## src/rtl/tcp_sched_pkg.sv

```systemverilog
// Shared types and constants for the TCP TX segment scheduler.
//   state_e : scheduler FSM states
//   src_e   : segment source identifiers (also the grant_src encoding)
//   FLG_*   : bit positions inside the 5-bit TCP flag vector
//   FLAGS_* : fixed flag patterns used for disconnect-ACK and data segments
package tcp_sched_pkg;

    typedef enum logic [1:0] {
        ST_IDLE = 2'd0,
        ST_SEND = 2'd1,
        ST_WAIT = 2'd2
    } state_e;

    typedef enum logic [1:0] {
        SRC_NONE = 2'd0,
        SRC_CTL  = 2'd1,
        SRC_DCN  = 2'd2,
        SRC_DAT  = 2'd3
    } src_e;

    localparam int FLG_ACK = 0;
    localparam int FLG_FIN = 1;
    localparam int FLG_SYN = 2;
    localparam int FLG_RST = 3;
    localparam int FLG_PSH = 4;

    localparam logic [4:0] FLAGS_DCN = 5'(1 << FLG_ACK);
    localparam logic [4:0] FLAGS_DAT = 5'((1 << FLG_ACK) | (1 << FLG_PSH));

endpackage

```

## src/rtl/tcp_sched_prio.sv

```systemverilog
// Combinational priority decode for the segment scheduler.
// Inputs : ctl_req, dcn_req, dat_req - pending requests
//          ctl_rst - RST flag of the pending control segment
//          starve  - data source has lost STARVE_MAX arbitrations in a row
// Output : winner  - source that wins this cycle, SRC_NONE if no request
module tcp_sched_prio
    import tcp_sched_pkg::*;
(
    input  logic ctl_req,
    input  logic dcn_req,
    input  logic dat_req,
    input  logic ctl_rst,
    input  logic starve,
    output src_e winner
);

    // A connection reset must never wait behind data, even a starved source.
    always_comb begin
        winner = SRC_NONE;
        if (ctl_req && ctl_rst) begin
            winner = SRC_CTL;
        end else if (dat_req && starve) begin
            winner = SRC_DAT;
        end else if (ctl_req) begin
            winner = SRC_CTL;
        end else if (dcn_req) begin
            winner = SRC_DCN;
        end else if (dat_req) begin
            winner = SRC_DAT;
        end
    end

endmodule

```

## src/rtl/tcp_tx_seg_sched.sv

```systemverilog
// TCP TX segment scheduler: arbitrates between the server control FSM,
// the disconnect-ACK generator and the data engine, latches the winning
// segment header, hands it to the TX engine and waits for completion
// under a watchdog.
// Ports:
//   clk, rst                         - clock, synchronous active-high reset
//   ctl_* / dcn_* / dat_*            - per-source request and header fields
//   local_port, remote_port          - connection ports, sampled at grant
//   abort_in                         - abandon the current segment
//   ctl_gnt, dcn_gnt, dat_gnt        - one-cycle grant pulses
//   hdr_vld/hdr_rdy, hdr_*           - header handshake to the TX engine
//   tx_done_in                       - TX engine finished the segment
//   busy, timeout, grant_src         - status
//
// state | meaning
// IDLE  | arbitrate pending requests every cycle
// SEND  | header presented, waiting for hdr_rdy
// WAIT  | header accepted, waiting for tx_done_in or watchdog expiry
module tcp_tx_seg_sched
    import tcp_sched_pkg::*;
#(
    parameter int TX_TIMEOUT = 1000,
    parameter int STARVE_MAX = 3
) (
    input  logic        clk,
    input  logic        rst,
    input  logic        ctl_req,
    input  logic [4:0]  ctl_flags,
    input  logic [31:0] ctl_seq,
    input  logic [31:0] ctl_ack,
    input  logic        dcn_req,
    input  logic [31:0] dcn_seq,
    input  logic [31:0] dcn_ack,
    input  logic        dat_req,
    input  logic [31:0] dat_seq,
    input  logic [31:0] dat_ack,
    input  logic [15:0] dat_len,
    input  logic [15:0] local_port,
    input  logic [15:0] remote_port,
    input  logic        abort_in,
    output logic        ctl_gnt,
    output logic        dcn_gnt,
    output logic        dat_gnt,
    output logic        hdr_vld,
    input  logic        hdr_rdy,
    output logic [4:0]  hdr_flags,
    output logic [31:0] hdr_seq,
    output logic [31:0] hdr_ack,
    output logic [15:0] hdr_src_port,
    output logic [15:0] hdr_dst_port,
    output logic [15:0] hdr_len,
    input  logic        tx_done_in,
    output logic        busy,
    output logic        timeout,
    output logic [1:0]  grant_src
);

    localparam int                SKIP_W    = (STARVE_MAX < 4) ? 2 : $clog2(STARVE_MAX + 1);
    localparam logic [SKIP_W-1:0] SKIP_MAX  = SKIP_W'(STARVE_MAX);
    localparam logic [15:0]       WDOG_LAST = 16'(TX_TIMEOUT - 1);

    state_e            state_q, state_d;
    logic [SKIP_W-1:0] skip_q, skip_d;
    logic [15:0]       wdog_q, wdog_d;
    logic              ctl_gnt_q, ctl_gnt_d;
    logic              dcn_gnt_q, dcn_gnt_d;
    logic              dat_gnt_q, dat_gnt_d;
    logic              hdr_vld_q, hdr_vld_d;
    logic [4:0]        hdr_flags_q, hdr_flags_d;
    logic [31:0]       hdr_seq_q, hdr_seq_d;
    logic [31:0]       hdr_ack_q, hdr_ack_d;
    logic [15:0]       hdr_src_port_q, hdr_src_port_d;
    logic [15:0]       hdr_dst_port_q, hdr_dst_port_d;
    logic [15:0]       hdr_len_q, hdr_len_d;
    logic              timeout_q, timeout_d;
    src_e              grant_src_q, grant_src_d;
    src_e              winner;

    tcp_sched_prio u_prio (
        .ctl_req (ctl_req),
        .dcn_req (dcn_req),
        .dat_req (dat_req),
        .ctl_rst (ctl_flags[FLG_RST]),
        .starve  (skip_q == SKIP_MAX),
        .winner  (winner)
    );

    always_comb begin
        state_d        = state_q;
        skip_d         = skip_q;
        wdog_d         = wdog_q;
        ctl_gnt_d      = 1'b0;
        dcn_gnt_d      = 1'b0;
        dat_gnt_d      = 1'b0;
        hdr_vld_d      = hdr_vld_q;
        hdr_flags_d    = hdr_flags_q;
        hdr_seq_d      = hdr_seq_q;
        hdr_ack_d      = hdr_ack_q;
        hdr_src_port_d = hdr_src_port_q;
        hdr_dst_port_d = hdr_dst_port_q;
        hdr_len_d      = hdr_len_q;
        timeout_d      = 1'b0;
        grant_src_d    = grant_src_q;

        if (abort_in) begin
            // Starvation history survives an abort so the data source keeps its credit.
            state_d     = ST_IDLE;
            hdr_vld_d   = 1'b0;
            wdog_d      = '0;
            grant_src_d = SRC_NONE;
        end else begin
            unique case (state_q)
                ST_IDLE: begin
                    hdr_vld_d   = 1'b0;
                    grant_src_d = SRC_NONE;
                    if (winner != SRC_NONE) begin
                        state_d        = ST_SEND;
                        hdr_vld_d      = 1'b1;
                        grant_src_d    = winner;
                        hdr_src_port_d = local_port;
                        hdr_dst_port_d = remote_port;
                        unique case (winner)
                            SRC_CTL: begin
                                ctl_gnt_d   = 1'b1;
                                hdr_flags_d = ctl_flags;
                                hdr_seq_d   = ctl_seq;
                                hdr_ack_d   = ctl_ack;
                                hdr_len_d   = '0;
                            end
                            SRC_DCN: begin
                                dcn_gnt_d   = 1'b1;
                                hdr_flags_d = FLAGS_DCN;
                                hdr_seq_d   = dcn_seq;
                                hdr_ack_d   = dcn_ack;
                                hdr_len_d   = '0;
                            end
                            default: begin
                                dat_gnt_d   = 1'b1;
                                hdr_flags_d = FLAGS_DAT;
                                hdr_seq_d   = dat_seq;
                                hdr_ack_d   = dat_ack;
                                hdr_len_d   = dat_len;
                            end
                        endcase
                        if (winner == SRC_DAT) begin
                            skip_d = '0;
                        end else if (dat_req && (skip_q != SKIP_MAX)) begin
                            skip_d = skip_q + 1'b1;
                        end
                    end
                end
                ST_SEND: begin
                    wdog_d = '0;
                    if (hdr_rdy) begin
                        state_d   = ST_WAIT;
                        hdr_vld_d = 1'b0;
                    end
                end
                ST_WAIT: begin
                    // Completion beats expiry when both land in the same cycle.
                    if (tx_done_in) begin
                        state_d     = ST_IDLE;
                        wdog_d      = '0;
                        grant_src_d = SRC_NONE;
                    end else if (wdog_q == WDOG_LAST) begin
                        state_d     = ST_IDLE;
                        wdog_d      = '0;
                        timeout_d   = 1'b1;
                        grant_src_d = SRC_NONE;
                    end else begin
                        wdog_d = wdog_q + 16'd1;
                    end
                end
                default: begin
                    state_d     = ST_IDLE;
                    hdr_vld_d   = 1'b0;
                    grant_src_d = SRC_NONE;
                end
            endcase
        end
    end

    always_ff @(posedge clk) begin
        if (rst) begin
            state_q        <= ST_IDLE;
            skip_q         <= '0;
            wdog_q         <= '0;
            ctl_gnt_q      <= 1'b0;
            dcn_gnt_q      <= 1'b0;
            dat_gnt_q      <= 1'b0;
            hdr_vld_q      <= 1'b0;
            hdr_flags_q    <= '0;
            hdr_seq_q      <= '0;
            hdr_ack_q      <= '0;
            hdr_src_port_q <= '0;
            hdr_dst_port_q <= '0;
            hdr_len_q      <= '0;
            timeout_q      <= 1'b0;
            grant_src_q    <= SRC_NONE;
        end else begin
            state_q        <= state_d;
            skip_q         <= skip_d;
            wdog_q         <= wdog_d;
            ctl_gnt_q      <= ctl_gnt_d;
            dcn_gnt_q      <= dcn_gnt_d;
            dat_gnt_q      <= dat_gnt_d;
            hdr_vld_q      <= hdr_vld_d;
            hdr_flags_q    <= hdr_flags_d;
            hdr_seq_q      <= hdr_seq_d;
            hdr_ack_q      <= hdr_ack_d;
            hdr_src_port_q <= hdr_src_port_d;
            hdr_dst_port_q <= hdr_dst_port_d;
            hdr_len_q      <= hdr_len_d;
            timeout_q      <= timeout_d;
            grant_src_q    <= grant_src_d;
        end
    end

    assign ctl_gnt      = ctl_gnt_q;
    assign dcn_gnt      = dcn_gnt_q;
    assign dat_gnt      = dat_gnt_q;
    assign hdr_vld      = hdr_vld_q;
    assign hdr_flags    = hdr_flags_q;
    assign hdr_seq      = hdr_seq_q;
    assign hdr_ack      = hdr_ack_q;
    assign hdr_src_port = hdr_src_port_q;
    assign hdr_dst_port = hdr_dst_port_q;
    assign hdr_len      = hdr_len_q;
    assign timeout      = timeout_q;
    assign grant_src    = grant_src_q;
    assign busy         = (state_q != ST_IDLE);

endmodule

```

## config.mk

```make
export PLATFORM = sky130hd
export DESIGN_NAME = tcp_tx_seg_sched
export DESIGN_NICKNAME = d
export VERILOG_FILES = /design/src/rtl/tcp_sched_pkg.sv /design/src/rtl/tcp_sched_prio.sv /design/src/rtl/tcp_tx_seg_sched.sv
export SDC_FILE = /design/constraint.sdc
export NUM_CORES = 1
export LEC_CHECK = 0
export ABC_AREA = 0
export CAP_MARGIN = 20
export CORE_AREA = 2 2 186 97
export CTS_CLUSTER_DIAMETER = 80
export DETAILED_ROUTE_END_ITERATION = 16
export DIE_AREA = 0 0 188 99
export DONT_BUFFER_PORTS = 1
export SETUP_SLACK_MARGIN = 0.1
export SLEW_MARGIN = 40
export SYNTH_ARGS = -nofsm -noshare
export SYNTH_HDL_FRONTEND = slang
export SYNTH_SLANG_ARGS = --single-unit
```

## constraint.sdc

```tcl
create_clock -name clk -period 2.2 [get_ports clk]
set_input_delay 0.44 -clock clk [delete_from_list [all_inputs] [get_ports clk]]
set_output_delay 0.44 -clock clk [all_outputs]
set_load 0.02 [all_outputs]
```

# Yosys cells after proc, flatten, opt, wreduce, memory -nomap -nowiden
# Cells that the tools add are included.
[totals]
ff_bits = 144
out_inout_bits = 125
word_cells = 78
[classes]
n_addsub = 2
eq_ne = 11
mux = 28
n_bitwise = 5
n_reduce_logical = 17
[ops]
columns = ["op", "count"]
rows = [
  ["case mux 32 bit (2 select lines)", 2],
  ["2-to-1 mux 16 bit", 3],
  ["case mux 16 bit (2 select lines)", 1],
  ["2-to-1 mux 2 bit", 12],
  ["adder 16 x 1 -> 16 bit (second input constant)", 1],
  ["equality test 16 x 10 -> 1 bit (second input constant)", 1],
  ["case mux 2 bit (3 select lines)", 2],
  ["case mux 5 bit (2 select lines)", 1],
  ["equality test 2 bit (second input constant)", 4],
  ["nonzero test 2 bit", 4],
  ["OR reduction 4 bit", 2],
  ["2-to-1 mux 1 bit", 6],
  ["!= test 2 bit (second input constant)", 3],
  ["AND reduction 3 bit", 2],
  ["inverter 1 bit", 5],
  ["equality test 2 x 1 -> 1 bit (second input constant)", 2],
  ["AND reduction 2 bit", 2],
  ["AND reduction 4 bit", 1],
  ["OR reduction 2 bit", 2],
  ["logical AND 1 bit", 3],
  ["!= test 3 bit (second input constant)", 1],
  ["case mux 1 bit (3 select lines)", 1],
  ["adder 2 x 1 -> 2 bit (second input constant)", 1],
  ["logical NOT 2 bit", 1],
]

# Logic depth before layout (Yosys ltp)
# Gate-level depths: netlist of run 1.
[logic_depth]
depth_word = 8
depth_mapped = 12
depth_no_buf = 10

# Hierarchy
# A second synthesis of run 1 with hierarchy kept.
[hier_totals]
cells_unflattened = 777
hier_area_um2 = 6573.8
[modules_own_cells]
columns = ["module", "n_inst", "cells_per_inst", "area_per_inst_um2"]
rows = [
  ["tcp_tx_seg_sched", 1, 772, 6543.8],
  ["tcp_sched_prio", 1, 5, 30.0],
]

# Worst setup path after synthesis of run 1
# OpenSTA, ideal clock, no wires.
[synth_path]
kind = "register to register"
from = "register skip_q[0]"
to = "register hdr_ack_q[10] (netlist: hdr_ack[10])"
setup_time_ns = 0.070
arrival_time_ns = 2.163
required_time_ns = 2.130
path_slack_ns = -0.034
path_stages_with_launch = 12
period_less_slack_ns = 2.234
cell_sequence = "dfxtp_1 -> ha_1 -> nand2b_1 -> a21o_1 -> ha_1 -> clkbuf_1 -> buf_2 -> clkbuf_1 -> nand2_1 -> o21ai_0 -> nand2_1 -> a21oi_1"
[synth_via]
elab_chain_len = 6
word_cells_on_any_way = 9
cone_classes = "eq/ne: 3; mux: 3; reduce/logical: 3"
[synth_lines]
columns = ["element", "line_no", "text"]
rows = [
  ["start: declaration", "tcp_tx_seg_sched.sv:63", "logic [SKIP_W-1:0] skip_q, skip_d;"],
  ["start signal: assignment", "tcp_tx_seg_sched.sv:202", "skip_q <= skip_d;"],
  ["equality test 2 bit *", "tcp_tx_seg_sched.sv:84", ".starve (skip_q == SKIP_MAX),"],
  ["logical AND 1 bit *", "tcp_sched_prio.sv:22", "end else if (dat_req && starve) begin"],
  ["2-to-1 mux 2 bit *", "tcp_sched_prio.sv:22", ""],
  ["2-to-1 mux 2 bit *", "tcp_sched_prio.sv:20", "if (ctl_req && ctl_rst) begin"],
  ["equality test 2 bit, or another cell as far along", "tcp_tx_seg_sched.sv:122", "unique case (winner)"],
  ["case mux 32 bit (2 select lines) / AND reduction 3 bit (equally long branches)", "n/a", ""],
  ["end signal: assignment", "tcp_tx_seg_sched.sv:210", "hdr_ack_q <= hdr_ack_d;"],
  ["end: declaration", "tcp_tx_seg_sched.sv:71", "logic [31:0] hdr_ack_q, hdr_ack_d;"],
]
# Every way passes the cells marked *; elsewhere a longest branch is shown, timed or not.
# A chain may end at the register's enable or synchronous reset.

# Worst setup path in the final report of run 1
[layout_path]
from = "register skip_q[1]"
to = "register hdr_seq_q[31] (netlist: hdr_seq[31])"
[layout_via]
elab_chain_len = 6
word_cells_on_any_way = 9
cone_classes = "eq/ne: 3; mux: 3; reduce/logical: 3"
[layout_lines]
columns = ["element", "line_no", "text"]
rows = [
  ["equality test 2 bit *", "tcp_tx_seg_sched.sv:84", ""],
  ["logical AND 1 bit *", "tcp_sched_prio.sv:22", ""],
  ["2-to-1 mux 2 bit *", "tcp_sched_prio.sv:22", ""],
  ["2-to-1 mux 2 bit *", "tcp_sched_prio.sv:20", ""],
  ["equality test 2 bit, or another cell as far along", "tcp_tx_seg_sched.sv:122", ""],
  ["case mux 32 bit (2 select lines) / AND reduction 3 bit (equally long branches)", "n/a", ""],
  ["end signal: assignment", "tcp_tx_seg_sched.sv:209", "hdr_seq_q <= hdr_seq_d;"],
  ["end: declaration", "tcp_tx_seg_sched.sv:70", "logic [31:0] hdr_seq_q, hdr_seq_d;"],
]
# Marks and branches as above.

==> impl_metrics.yaml, run 1 <==
clocking:
  cts_root_buffer: "clkbuf_16"
  htreeDepth: 4
  cts_buffers: 17
  cts_tree: "built"
  cts_buffer_depth: 2
  clk_latency_ns: 0.41
  hold_buffers: 0
  cts_num_sinks: 144
  clk_pin_slew_ns: 0.06
synthesis:
  synth-edff-count: 0
  ys_seq_area_share_pct: 43.45
  ys_types: 44
  ys.flop_type: "dfxtp_1"
  synth_nets: 1157
  synthesis.area_mm2: 0.006635
  ys_seq_elements: 144
  syn_area_per_cell_um2: 7.422
  ys_warn_count: 0
  netlist_instances: 894
  async_flop_share_pct: 0
grt:
  grt_pass1_wl_um: 33190
  grt_overflow: 0
  grt_antenna_before_repair: 0
  grt_max_degree: 123
  grt_usage_pct: 22.92
  grt_pass1_vias: 5595
placed_design:
  portBuffers: 0
  post-place-cells: 1083
  hpwl_um: 15460
  gp_congestion: 0.8608
  place_area_mm2: 0.006984
  dp_slack_ns: -0.1510
timing:
  max_freq_ghz: 0.4790
  finClkSkew_ns: 0.01195
  holdWs_ns: 0.1082
  final_min_period_over_clock_period_pct: 94.89
  relSlewSlack_pct: 49.26
  finalHoldViolCount: 0
  setup_ws_ns: 0.1125
  rsz0062_at_grt: "yes"
  max_slew.worst_pin.slew_ns: 0.7612
  drv_slew: 0
  setup_violations: 0
  post-route-min-period_ns: 2.088
worst_setup_path:
  crit_type: "reg -> reg"
  cp_data_arrival_time_ns: 2.39
  slowest_stage: "or3b_4"
  critPathCaptureType: "register"
  path_delay_family: "simple AND/OR/NAND/NOR gates"
  critPathBufInv: 2
  reg2reg_slack_ns: 0.11
  start_kind: "register"
  cp.required_ns: 2.50
  path_cells: "ha_4 > inv_2 > o21ai_2 > nand2_2 > ha_4 > or3b_4 > clkbuf_16 > nand2_1 > a21oi_1"
  crit_top_cell: "ha_4"
  cp_max_fo: 8
  cpPeakStageDelay_ns: 0.55
pwr:
  max-vdd-ir-drop_uv: 502.0
  power.density_mw_per_mm2: 891.3
  leakage_nw: 3.038
outcome:
  status: "finished clean"
die:
  initial_core_util_pct: 39.09
  io_pins: 378
  core_mm2: 0.01697
  die_y_um: 99
  die_x_um: 188
  rows: 34
  dieArea_mm2: 0.01861
min_path:
  worstHoldPathType: "in -> reg"
flow_run:
  max_cap_viol_count: 0
drt:
  drtPass1Iterations: 7
  drt-met1-wl_um: 11470
  wl_per_cell_um: 21.13
  via_per_inst: 5.601
  routed.top_layer: "met4"
  vias: 6424
  wirelength_um: 24240
  routed-wl-met2_um: 10420
  met3_length_um: 2271
  drt-initial-drc-count: 484
  drc_errors: 0
  antenna_left: 0
layout:
  area_growth_syn_to_layout_pct: 26.65
  fin_nets: 1163
  finalInstanceArea_mm2: 0.008403
  fin_cells: 1147
  antenna_cells: 0
  drive_gt1_share_pct: 16.65
  layout.cells.most_common: "nand2_1"
  layout_common_cells: "nand2_1, dfxtp_1, a21oi_1, a22oi_1"
-- layout make-up --
type / count / area [um^2]
Clock buffer: 17 / 425.4
Clock inverter: 15 / 231.5
Fill cell: 1659 / 8571
Inverter: 8 / 30.03
Multi-Input combinational cell: 668 / 3706
Sequential cell: 144 / 2885
Tap cell: 234 / 292.8
Timing Repair Buffer: 61 / 832.0
-- metrics by stage --
step                power (mW)  utilization, %  setup TNS [ns]
floorplan                3.721               -               0
global placement         3.991           41.15        -0.09473
detailed placement       4.005           41.15         -0.3982
CTS                      7.314           46.00               0
global route             7.805           49.51               0
finish                   7.489           49.51               0
-- kinds of logic after synthesis --
group	after synthesis	share of synthesized area [%]
AND/OR/NAND/NOR	375	24.38
AO/OA/AOI/OAI	268	23.52
flip-flops	144	43.45
buffers and inverters	84	4.960
adder cells (fa/ha/maj)	10	1.886
XOR/XNOR	8	1.056
multiplexers	5	0.7543
-- registers in the layout, indices dropped and copies added, names as in the netlist, 2 cells and up --
signal	count
hdr_ack	32
grant_src	2
hdr_seq	32
wdog_q	16
state_q	2
hdr_src_port	16
hdr_dst_port	16
hdr_len	16
skip_q	2
hdr_flags	5
-- layer usage --
layer | up-vias | track usage (%)
met3 | 6 | 7.728
li1 | 3082 | -
met1 | 3069 | 32.11
met5 | - | 0
met2 | 267 | 34.54
met4 | 0 | 3.998
-- worst paths after layout --
| path | startpoint | endpoint | depth (start not counted) |
|---|---|---|---|
| min | rst | hdr_len[5]$_SDFFE_PP0P_ | 1 |
| max reg2reg | skip_q[1]$_SDFFE_PP0P_ | hdr_seq[31]$_SDFFE_PP0P_ | 9 |
| max | skip_q[1]$_SDFFE_PP0P_ | hdr_seq[31]$_SDFFE_PP0P_ | 9 |
| min reg2reg | state_q[1]$_SDFFE_PP0P_ | state_q[1]$_SDFFE_PP0P_ | 2 |
-- cell usage after synthesis, types with 2 or more instances --
library cell	n	area (um^2)
a211oi_2	4	50.05
a21o_1	2	15.01
a21oi_1	120	600.6
a22oi_1	65	488.0
and2_1	4	25.02
and3_1	2	12.51
and4_1	2	17.52
buf_1	3	11.26
buf_2	8	40.04
clkbuf_1	64	240.2
dfxtp_1	144	2883
ha_1	10	125.1
inv_1	8	30.03
mux2i_1	5	50.05
nand2_1	287	1077
nand2b_1	3	18.77
nand3_1	27	135.1
nand4_1	7	43.79
nor2_1	11	41.29
nor2b_1	4	25.02
nor3_1	11	55.05
nor3b_1	2	15.01
o21ai_0	52	260.3
o21ai_1	19	95.09
or2b_1	2	15.01
or3_1	4	25.02
xnor2_1	3	26.28
xor2_1	5	43.79
-- repair_timing --
action / 4_1_cts / 5_1_grt
gates cloned: 4 / 11
buffers inserted: 3 / 14
pin swaps: 4 / 25
endpoints found under the setup margin: 118 / 124
gates resized for setup: 17 / 72
-- power by group --
group / leakage, nW / internal [mW] / switching, mW
clock: 0.315 / 2.03 / 1.20
combinational: 1.55 / 0.511 / 0.682
sequential: 1.17 / 2.76 / 0.305
Power figures use the tool's default switching activity.
==> run 2, diff against run 1 <==
CELL_PAD_IN_SITES_DETAIL_PLACEMENT = 0   (was unset)
CELL_PAD_IN_SITES_GLOBAL_PLACEMENT = 2   (was unset)
CORE_AREA = 2 2 217 112   (was 2 2 186 97)
DIE_AREA = 0 0 219 114   (was 0 0 188 99)
PLACE_DENSITY_LB_ADDON = 0.1   (was unset)
==> run 2 against run 1 <==
Die area is 34% higher. Fmax fell by 2.6%. Largest power group unchanged. Final area up 9.1%. Non-clock buffer count up 9. Clock skew decreased by 0.0030 ns. Critical path type unchanged. First-iteration DRC count is 3.1% lower. Count of clock-buffer cells in the layout increased by 1.
==> impl_metrics.yaml, run 2 (same netlist as run 1, synthesis figures left out) <==
timing:
  max_slew.worst_pin.slew_ns: 0.7969
  finClkSkew_ns: 0.008973
  max_freq_ghz: 0.4665
  post-route-min-period_ns: 2.144
  relSlewSlack_pct: 46.87
  final_min_period_over_clock_period_pct: 97.44
  drv_slew: 0
  finalHoldViolCount: 0
  rsz0062_at_grt: "yes"
  setup_violations: 0
worst_setup_path:
  cp_max_fo: 8
  path_cells: "ha_4 > nand2b_4 > a21o_1 > buf_6 > ha_4 > buf_12 > buf_8 > buf_4 > o21ai_2 > nand2_1 > a21oi_2"
  cp_data_arrival_time_ns: 2.47
  cp.required_ns: 2.53
  startpoint: "skip_q[0]$_SDFFE_PP0P_"
  reg2reg_slack_ns: 0.06
  start_kind: "register"
  rr_startpoint: "skip_q[0]$_SDFFE_PP0P_"
  critPathCaptureType: "register"
  crit_top_cell: "ha_4"
  critPathBufInv: 4
  cp.depth: 11
  r2r-end: "hdr_seq[11]$_SDFFE_PP0P_"
  worst-r2r-cell-count: 11
  cpPeakStageDelay_ns: 0.42
  path_delay_family: "adder cells"
  slowest_stage: "ha_4"
  crit_type: "reg -> reg"
  crit_end: "hdr_seq[11]$_SDFFE_PP0P_"
clocking:
  htreeDepth: 4
  cts_tree: "built"
  cts_num_sinks: 144
  clk_pin_slew_ns: 0.06
  cts_buffer_depth: 2
  cts_root_buffer: "clkbuf_16"
  hold_buffers: 0
  cts_buffers: 17
  clk_latency_ns: 0.44
layout:
  layout_common_cells: "nand2_1, dfxtp_1, a21oi_1, a22oi_1, nand2_2"
  layout.cells.most_common: "nand2_1"
  drive_gt1_share_pct: 26.20
  area_growth_syn_to_layout_pct: 38.22
  fin_cells: 1235
  fin_nets: 1170
  antenna_cells: 0
die:
  core_mm2: 0.02332
  io_pins: 378
  initial_core_util_pct: 28.45
  rows: 40
  die_y_um: 114
  die_x_um: 219
  dieArea_mm2: 0.02497
placed_design:
  post-place-cells: 1177
  hpwl_um: 17690
  portBuffers: 0
  gp_congestion: 0.7851
drt:
  antenna_left: 0
  via_per_inst: 5.283
  wl_per_cell_um: 21.60
  drt-initial-drc-count: 469
  drc_errors: 0
  vias: 6525
  drtPass1Iterations: 5
  wirelength_um: 26680
min_path:
  worstHoldPathType: "in -> reg"
  holdPathStages: 1
grt:
  grt_pass1_wl_um: 36160
  grt_antenna_before_repair: 0
  grt_max_degree: 123
  grt_overflow: 0
  grt_usage_pct: 19.53
  grt_pass1_vias: 5931
flow_run:
  max_cap_viol_count: 0
pwr:
  power.density_mw_per_mm2: 911.4
  max-vdd-ir-drop_uv: 494.5
  p_total_mw: 8.358
  leakage_nw: 3.327
outcome:
  status: "finished clean"
## run 2: worst min-delay path by stage
stage	from	end	slack (ns)
after floorplan	state_q[1]$_SDFFE_PP0P_	state_q[1]$_SDFFE_PP0P_	0.45
after global placement	state_q[1]$_SDFFE_PP0P_	state_q[1]$_SDFFE_PP0P_	0.47
final	rst	hdr_len[9]$_SDFFE_PP0P_	0.07
after global routing	rst	hdr_len[9]$_SDFFE_PP0P_	0.04
after CTS	rst	hdr_dst_port[2]$_SDFFE_PP0P_	0.05
after detailed placement	state_q[0]$_SDFFE_PP0P_	state_q[0]$_SDFFE_PP0P_	0.49
## run 2: layout make-up
class	count	area (um^2)
clock buffers	18	439.2
clock inverters	14	330.3
fillers	2411	14150
inverters	8	30.03
multi-input cells	666	3973
flip-flops and latches	144	2885
well taps	315	394.1
repair buffers	70	1120
## run 2: power by group
part / internal, mW / leakage, nW / switching, mW
Clock: 2.62 / 0.371 / 1.19
Sequential: 2.76 / 1.17 / 0.323
Combinational: 0.685 / 1.78 / 0.788
Total: 6.06 / 3.33 / 2.30
## run 2: per-stage QoR
step	setup TNS [ns]	setup WS [ns]	instance area [um^2]	utilization (%)	hold slack, ns
final	0	0.05629	9171	39.32	0.07486
after global routing	-0.7122	-0.04865	9171	39.32	0.04086
after CTS	0	0.1023	8275	35.48	0.04754
after detailed placement	-0.4772	-0.1636	7221	30.96	0.4947
after global placement	-0.2029	-0.06031	7221	30.96	0.4681
after floorplan	0	0.05038	6639	-	0.4547
## run 2: repair_timing
item                                    CTS  global route
buffers inserted                          3             8
endpoints found under the setup margin  114           124
cloned                                    6             9
pin swaps                                 5            44
resized for setup                        18           206
## run 2: worst reg2reg max path: cells and delay by family, from the launching register on
family | cells | cell delay, ns
AO/OA/AOI/OAI | 3 | 0.31
buffers and inverters | 4 | 0.58
adder cells (fa/ha/maj) | 2 | 0.59
AND/OR/NAND/NOR | 2 | 0.22
flip-flops | 1 | 0.34
## run 2: routing by layer
| layer | global-route usage, % | part of all wire, % |
|---|---|---|
| met1 | 26.94 | 47 |
| met2 | 27.66 | 43 |
| met3 | 8.320 | 8.5 |
| met4 | 5.225 | 1.4 |
| met5 | 0 | 0 |
